--- src/rtl/alu_host_driver.sv ---
// alu_host_driver
//   Host-side initiator for the sequential ALU. Takes one request on a
//   valid/ready port, strobes the ALU with BEGIN and the op code, streams
//   the operand bytes onto the ALU input bus, waits for END, assembles the
//   result from the ALU output bus and offers it on a valid/ready response
//   port.
//
// Ports
//   clk, reset                 rising-edge clock, synchronous active-high reset
//   req_valid/req_ready        request handshake (ready only while idle)
//   req_op[1:0]                00 add, 01 sub, 10 mul, 11 div
//   req_x[15:0], req_y[7:0]    operands (div: 16-bit dividend, 8-bit divisor)
//   resp_valid/resp_ready      response handshake, held until accepted
//   resp_data[15:0], resp_err  result; err on div-by-zero, protocol error, timeout
//   alu_begin, alu_op_code     ALU start strobe and op code
//   alu_inbus[7:0]             operand bytes to the ALU
//   alu_outbus[7:0], alu_end   result bytes and completion strobe from the ALU
//
// Build option
//   ALU_HOST_DRIVER_TIMEOUT_EN: adds an 8-bit watchdog that aborts WAIT after
//   TIMEOUT_CYCLES cycles without alu_end. Without it WAIT never times out.

module alu_host_driver #(
  parameter int unsigned TIMEOUT_CYCLES = 64
) (
  input  logic        clk,
  input  logic        reset,
  input  logic        req_valid,
  output logic        req_ready,
  input  logic [1:0]  req_op,
  input  logic [15:0] req_x,
  input  logic [7:0]  req_y,
  output logic        resp_valid,
  input  logic        resp_ready,
  output logic [15:0] resp_data,
  output logic        resp_err,
  output logic        alu_begin,
  output logic [1:0]  alu_op_code,
  output logic [7:0]  alu_inbus,
  input  logic [7:0]  alu_outbus,
  input  logic        alu_end
);

  if (TIMEOUT_CYCLES < 2 || TIMEOUT_CYCLES > 255) begin : g_bad_timeout
    $error("TIMEOUT_CYCLES must be in 2..255");
  end

  typedef enum logic [2:0] {
    S_IDLE,
    S_START,
    S_LOAD,
    S_WAIT,
    S_RESP
  } state_e;

  state_e      state_q, state_d;
  logic [1:0]  op_q, op_d;
  logic [15:0] x_q, x_d;
  logic [7:0]  y_q, y_d;
  logic [1:0]  cnt_q, cnt_d;
  logic [7:0]  prev_q, prev_d;

  logic        req_ready_q, req_ready_d;
  logic        resp_valid_q, resp_valid_d;
  logic [15:0] resp_data_q, resp_data_d;
  logic        resp_err_q, resp_err_d;
  logic        alu_begin_q, alu_begin_d;
  logic [1:0]  alu_op_code_q, alu_op_code_d;
  logic [7:0]  alu_inbus_q, alu_inbus_d;

  logic        accept;
  logic        div_zero;
  logic        is_div;
  logic [1:0]  last_idx;
  logic        timeout_hit;

  assign accept   = (state_q == S_IDLE) && req_valid && req_ready_q;
  assign div_zero = (req_op == 2'b11) && (req_y == 8'h00);
  assign is_div   = (op_q == 2'b11);
  assign last_idx = is_div ? 2'd2 : 2'd1;

`ifdef ALU_HOST_DRIVER_TIMEOUT_EN
  logic [7:0] wd_q, wd_d;

  // Counter holds the number of WAIT cycles already spent; the abort fires
  // in the cycle that would make it reach TIMEOUT_CYCLES, and alu_end wins.
  assign timeout_hit = (state_q == S_WAIT) && (wd_q == 8'(TIMEOUT_CYCLES - 1));

  always_comb begin
    wd_d = wd_q;
    if (state_q == S_WAIT) begin
      wd_d = wd_q + 8'd1;
    end else if (state_d == S_WAIT) begin
      wd_d = '0;
    end
  end
`else
  assign timeout_hit = 1'b0;
`endif

  function automatic logic [7:0] load_byte(input logic div, input logic [1:0] idx,
                                            input logic [15:0] x, input logic [7:0] y);
    logic [7:0] b;
    if (div) begin
      case (idx)
        2'd0:    b = x[15:8];
        2'd1:    b = x[7:0];
        default: b = y;
      endcase
    end else begin
      b = (idx == 2'd0) ? x[7:0] : y;
    end
    return b;
  endfunction

  // State and registered outputs
  always_ff @(posedge clk) begin
    if (reset) begin
      state_q       <= S_IDLE;
      op_q          <= '0;
      x_q           <= '0;
      y_q           <= '0;
      cnt_q         <= '0;
      prev_q        <= '0;
      req_ready_q   <= 1'b1;
      resp_valid_q  <= 1'b0;
      resp_data_q   <= '0;
      resp_err_q    <= 1'b0;
      alu_begin_q   <= 1'b0;
      alu_op_code_q <= '0;
      alu_inbus_q   <= '0;
`ifdef ALU_HOST_DRIVER_TIMEOUT_EN
      wd_q          <= '0;
`endif
    end else begin
      state_q       <= state_d;
      op_q          <= op_d;
      x_q           <= x_d;
      y_q           <= y_d;
      cnt_q         <= cnt_d;
      prev_q        <= prev_d;
      req_ready_q   <= req_ready_d;
      resp_valid_q  <= resp_valid_d;
      resp_data_q   <= resp_data_d;
      resp_err_q    <= resp_err_d;
      alu_begin_q   <= alu_begin_d;
      alu_op_code_q <= alu_op_code_d;
      alu_inbus_q   <= alu_inbus_d;
`ifdef ALU_HOST_DRIVER_TIMEOUT_EN
      wd_q          <= wd_d;
`endif
    end
  end

  // Next state
  always_comb begin
    state_d = state_q;
    case (state_q)
      S_IDLE:  if (accept) state_d = div_zero ? S_RESP : S_START;
      S_START: state_d = alu_end ? S_RESP : S_LOAD;
      S_LOAD: begin
        if (alu_end) begin
          state_d = S_RESP;
        end else if (cnt_q == last_idx) begin
          state_d = S_WAIT;
        end
      end
      S_WAIT:  if (alu_end || timeout_hit) state_d = S_RESP;
      S_RESP:  if (resp_ready) state_d = S_IDLE;
      default: state_d = S_IDLE;
    endcase
  end

  // Datapath and output next values; outputs follow the state being entered
  always_comb begin
    op_d        = op_q;
    x_d         = x_q;
    y_d         = y_q;
    cnt_d       = cnt_q;
    prev_d      = prev_q;
    resp_data_d = resp_data_q;
    resp_err_d  = resp_err_q;
    alu_inbus_d = '0;

    case (state_q)
      S_IDLE: begin
        if (accept) begin
          op_d = req_op;
          x_d  = req_x;
          y_d  = req_y;
          if (div_zero) begin
            resp_data_d = '0;
            resp_err_d  = 1'b1;
          end
        end
      end
      S_START: begin
        cnt_d = '0;
        if (alu_end) begin
          resp_data_d = '0;
          resp_err_d  = 1'b1;
        end else begin
          alu_inbus_d = load_byte(is_div, 2'd0, x_q, y_q);
        end
      end
      S_LOAD: begin
        prev_d = '0;
        if (alu_end) begin
          resp_data_d = '0;
          resp_err_d  = 1'b1;
        end else if (cnt_q != last_idx) begin
          cnt_d       = cnt_q + 2'd1;
          alu_inbus_d = load_byte(is_div, cnt_q + 2'd1, x_q, y_q);
        end
      end
      S_WAIT: begin
        // The ALU shows the high byte one cycle before END, so keep the
        // previous bus value around to pair with the END-cycle low byte.
        prev_d = alu_outbus;
        if (alu_end) begin
          resp_data_d = op_q[1] ? {prev_q, alu_outbus} : {8'h00, alu_outbus};
          resp_err_d  = 1'b0;
        end else if (timeout_hit) begin
          resp_data_d = '0;
          resp_err_d  = 1'b1;
        end
      end
      default: ;
    endcase

    req_ready_d   = (state_d == S_IDLE);
    resp_valid_d  = (state_d == S_RESP);
    alu_begin_d   = (state_d == S_START);
    alu_op_code_d = (state_d inside {S_START, S_LOAD, S_WAIT}) ? op_d : 2'b00;
  end

  assign req_ready   = req_ready_q;
  assign resp_valid  = resp_valid_q;
  assign resp_data   = resp_data_q;
  assign resp_err    = resp_err_q;
  assign alu_begin   = alu_begin_q;
  assign alu_op_code = alu_op_code_q;
  assign alu_inbus   = alu_inbus_q;

endmodule
--- config.mk ---
export PLATFORM = sky130hd
export DESIGN_NAME = alu_host_driver
export DESIGN_NICKNAME = d
export VERILOG_FILES = /design/src/rtl/alu_host_driver.sv
export SDC_FILE = /design/constraint.sdc
export NUM_CORES = 1
export LEC_CHECK = 0
export ABC_AREA = 1
export ABC_CLOCK_PERIOD_IN_PS = 2100
export BUFFER_PORTS_ARGS = -buffer_cell sky130_fd_sc_hd__clkbuf_2
export CAP_MARGIN = 10
export CORE_MARGIN = 3
export CORE_UTILIZATION = 54
export DETAILED_ROUTE_END_ITERATION = 10
export PLACE_DENSITY = 0.77
export SLEW_MARGIN = 0
export SYNTH_ARGS = -nofsm -noshare
export SYNTH_HDL_FRONTEND = slang
export SYNTH_SLANG_ARGS = --single-unit
--- constraint.sdc ---
create_clock -name clk -period 2.1 [get_ports clk]
set_input_delay 0.63 -clock clk [delete_from_list [all_inputs] [get_ports clk]]
set_output_delay 0.63 -clock clk [all_outputs]
set_load 0.02 [all_outputs]
After elaboration in Yosys (flattened, before gate mapping). Index checks and enable logic that the tools add are counted.

Bits in registers: 69. Input bits: 39. Logic and storage cells: 84.

Add/subtract/negate cells: 1. Equality and inequality tests: 19. Muxes and demuxes: 34. Bitwise logic cells: 1. Reduce and logical (&&, ||, !) cells: 16.

Operator list (number): two-way mux 16 bit (5); two-way mux 8 bit (6); one-hot mux 16 bit (3 select lines) (1); one-hot mux 8 bit (2 select lines) (3); two-way mux 3 bit (7); one-hot mux 3 bit (5 select lines) (1); == test 3 x 2 -> 1 bit (second input constant) (4); two-way mux 2 bit (5); inequality test 2 bit (second input constant) (5); logical NOT 8 bit (1); == test 3 x 1 -> 1 bit (second input constant) (2); == test 3 bit (second input constant) (2); logical NOT 3 bit (2); nonzero test 3 bit (2); AND reduction 5 bit (1); == test 2 bit (second input constant) (2); two-way mux 1 bit (4); one-hot mux 2 bit (2 select lines) (1); nonzero test 2 bit (2); OR reduction 2 bit (2); logical AND 1 bit (3); one-hot mux 1 bit (3 select lines) (1); AND reduction 3 bit (1); adder 2 x 1 -> 2 bit (second input constant) (1); 7 further kinds (7).

Logic depth before layout (Yosys ltp).
Depth in word-level cells: 10. Mapped depth: 10.

Least setup slack after synthesis. No wires, ideal clock.

Path type: register to register. Start point: register cnt_q[0]. End point: register alu_inbus_q[5], in the netlist alu_inbus[5]. Library setup time: 0.132 ns. Data arrival time: 1.505 ns. Data required time: 1.968 ns. Slack: 0.463 ns. Cell stages (with the launch flop): 10. Path buffers: 1. Clock period less this slack: 1.637 ns. Path through: dfxtp_1 > inv_1 > ha_1 > inv_1 > clkbuf_1 > nand3_1 > o211ai_1 > o21ai_0 > nand2_1 > a21oi_1.

Word-level cells in the longest chain between the ends: 7. Elaborated cells on any way between the ends: 10. Classes of those cells: add/sub: 1; eq/ne: 2; mux: 6; reduce/logical: 1.

Ends and longest elaborated chain: from (decl) (RTL line 60) `logic [1:0] cnt_q, cnt_d;`; from (signal assigned) (RTL line 140) `cnt_q <= cnt_d;`; adder 2 x 1 -> 2 bit (RTL line 213) `alu_inbus_d = load_byte(is_div, cnt_q + 2'd1, x_q, y_q);`; == test 2 x 1 -> 1 bit / logical NOT 2 bit (equally long branches) (RTL line 105, 111); one-hot mux 8 bit (2 select lines) / two-way mux 8 bit (equally long branches) (RTL line 105, 111); two-way mux 8 bit (RTL line 104) `if (div) begin`; two-way mux 8 bit (*) (RTL line 211) `end else if (cnt_q != last_idx) begin`; two-way mux 8 bit (*) (RTL line 208) `if (alu_end) begin`; one-hot mux 8 bit (2 select lines) (*) (RTL line 185) `case (state_q)`; to (signal assigned) (RTL line 148) `alu_inbus_q <= alu_inbus_d;`; to (decl) (RTL line 69) `logic [7:0] alu_inbus_q, alu_inbus_d;`.

Every way passes the cells marked *; elsewhere a longest branch is shown, timed or not. A chain may end at the register's enable or synchronous reset.

Final worst setup path.
Start point: register cnt_q[0]. End point: register alu_inbus_q[2], in the netlist alu_inbus[2].

Same word-level chain as after synthesis.

==> qor.yml <==
cts:
  cts_max_level: 3
  clock_latency_ns: 0.34
  clk_path_buf_depth: 2
  ctsRootBufferMaster: "clkbuf_8"
  clock_sinks: 69
  hold_buffers: 0
  numCtsBuffers: 9
  cts.clk_slew.worst_paths_ns: 0.07
  cts_tree: "done"
  cts.repair.resized: 0
  post_cts_buffers: 0
floorplan:
  start_util_pct: 57.1
  core_area_sq_mm: 0.00561
  die_area_sq_mm: 0.00689
  die_w_um: 83.0
  io_pins: 69
  die_h_um: 83.0
  rows: 27
timing:
  fmax_mhz: 542
  rsz0062_at_grt: "no"
  setup_viol: 0
  skew_ns: 0.00768
  hold_violations: 0
  tightest_slew_ns: 0.432
  slew_headroom_pct: 71.2
  post-route-min-period_ns: 1.84
  timing.final.crit_share_pct: 87.8
  maxSlewViolCount: 0
  fin_tns_setup_ns: 0
layout:
  final_util_pct: 68.0
  nNetsFinal: 561
  area_growth_pct: 19.0
  drive_gt1_share_pct: 21.2
  n_antenna_cell: 0
  n_fill_cell: 521
  seqCellArea_sq_mm: 0.00138
  mostFrequentLayoutCells: "nand2_1, dfxtp_1, nor2_1, clkbuf_2, o21ai_0"
  final_common_cell: "nand2_1"
  multi_input_area_sq_mm: 0.00156
routing:
  vias: 3188
  dr.pass1.iters: 5
  via_per_inst: 5.35
  ant_nets: 0
  remaining_drc_errors: 0
  post_drt_wl_per_cell_um: 13.4
  wl_um: 8010
  drt-initial-drc-count: 213
worst_setup_path:
  required_ns: 2.31
  path_max_fanout: 14
  critical_path_class: "flip-flop to flip-flop"
  crit_end: "alu_inbus[2]"
  crit_arrival_ns: 2.05
  timing.rr.start: "cnt_q[0]"
  r2r-end: "alu_inbus[2]"
  rr_worst_depth: 8
  start_kind: "flip-flop"
  reg2reg_slack_ns: 0.26
  endpoint_kind: "flip-flop"
  startpoint: "cnt_q[0]"
logic_synthesis:
  syn_nets: 493
  syn_avg_cell_area_sq_um: 7.09
  synth_seq_cells: 69
  synth_area_sq_mm: 0.00320
  yosys_warnings: 0
  ys_seq_area_share_pct: 43.1
  synth.distinct_cells: 32
  synthCells: 452
hold_path:
  min_path_type: "flip-flop to flip-flop"
  hold_depth: 2
  hold_start: "resp_data[11]"
global_routing:
  grt.overflow.total: 0
  grt_pass1_vias: 2888
  grt_start_max_net_pins: 37
  track_usage_pct: 23.5
  antenna_found_initial: 0
  grt_pass1_wl_um: 13400
placement:
  hpwl_um: 5540
  port_buffers: 68
  gp_congestion: 0.835
outcome:
  status: "finished, final reports clean"
power:
  leakagePower_uw: 0.00170
  power_density_mw_per_mm2: 1280
  peakVddDrop_uv: 987
job:
  drv_cap: 0
## area by class of cell
cell class                      count  area share, %
Multi-Input combinational cell    323           41.0
Sequential cell                    69           36.2
Timing Repair Buffer               78           10.9
Inverter                           39           3.97
Clock buffer                       10           3.61
Tap cell                           72           2.36
Clock inverter                      5           1.97
## Yosys cell counts (all sizes together)
| cell | n | area (sq um) |
|---|---|---|
| mux2i | 1 | 10.0 |
| nand4 | 17 | 113 |
| a21oi | 39 | 199 |
| ha | 2 | 25.0 |
| o22ai | 1 | 6.26 |
| nand3 | 17 | 103 |
| o21ai | 54 | 282 |
| clkbuf | 13 | 48.8 |
| o211ai | 7 | 52.6 |
| buf | 8 | 60.1 |
| nor3 | 3 | 20.0 |
| clkinv | 1 | 3.75 |
| inv | 38 | 148 |
| nand2 | 111 | 469 |
| nor2 | 71 | 284 |
| dfxtp | 69 | 1380 |
## worst max-delay path: stages (launching register included)
cell and delay [ns]:
dfxtp_1 0.39, inv_1 0.10, ha_1 0.35, inv_1 0.35
nand3_1 0.15, o211ai_1 0.11, o21ai_0 0.14, nand2_1 0.08
a21oi_1 0.06
## layer usage
| metal | track usage [%] | up-vias | wire, um |
|---|---|---|---|
| met1 | 32.2 | 1450 | 3660 |
| met5 | 0 | - | 0 |
| met4 | 8.17 | 0 | 89 |
| met2 | 36.3 | 116 | 3790 |
| li1 | - | 1610 | - |
| met3 | 5.26 | 12 | 476 |
## power breakdown
part	switching, uW	internal, uW	leakage, uW
combinational	1280	621	0.00102
clock	493	689	0.000112
sequential	216	1600	0.000564
## kinds of logic after synthesis
group	share of synthesized area [%]
compound gates	16.8
fa+ha+maj	0.781
buf+inv	8.12
flops	43.1
mux	0.312
simple gates	30.8
## worst min-delay path by stage
stage / slack, ns / endpoint
global route: 0.48 / resp_data[10]
CTS: 0.46 / resp_data[11]
finish: 0.46 / resp_data[11]
floorplan: 0.44 / x_q[14]
global placement: 0.45 / resp_data[12]
detailed placement: 0.45 / resp_data[11]
## state kept, by name (all words and copies together), names as in the netlist
register	flops
state_q	3
resp_err	1
alu_inbus	8
y_q	8
alu_op_code	2
x_q	16
alu_begin	1
prev_q	8
req_ready	1
resp_valid	1
cnt_q	2
resp_data	16
op_q	2
## metrics by stage
step	power (uW)	worst slack [ns]	area [sq um]	std cells	hold WS (ns)
2_1_floorplan	3270	0.463	3200	452	0.439
3_3_place_gp	3650	0.175	3600	581	0.448
3_5_place_dp	3720	0.0817	3600	581	0.454
4_1_cts	4900	0.281	3810	596	0.465
5_1_grt	5240	0.0812	3810	596	0.482
6_report	4900	0.257	3810	596	0.464
Power figures use the tool's default switching activity.
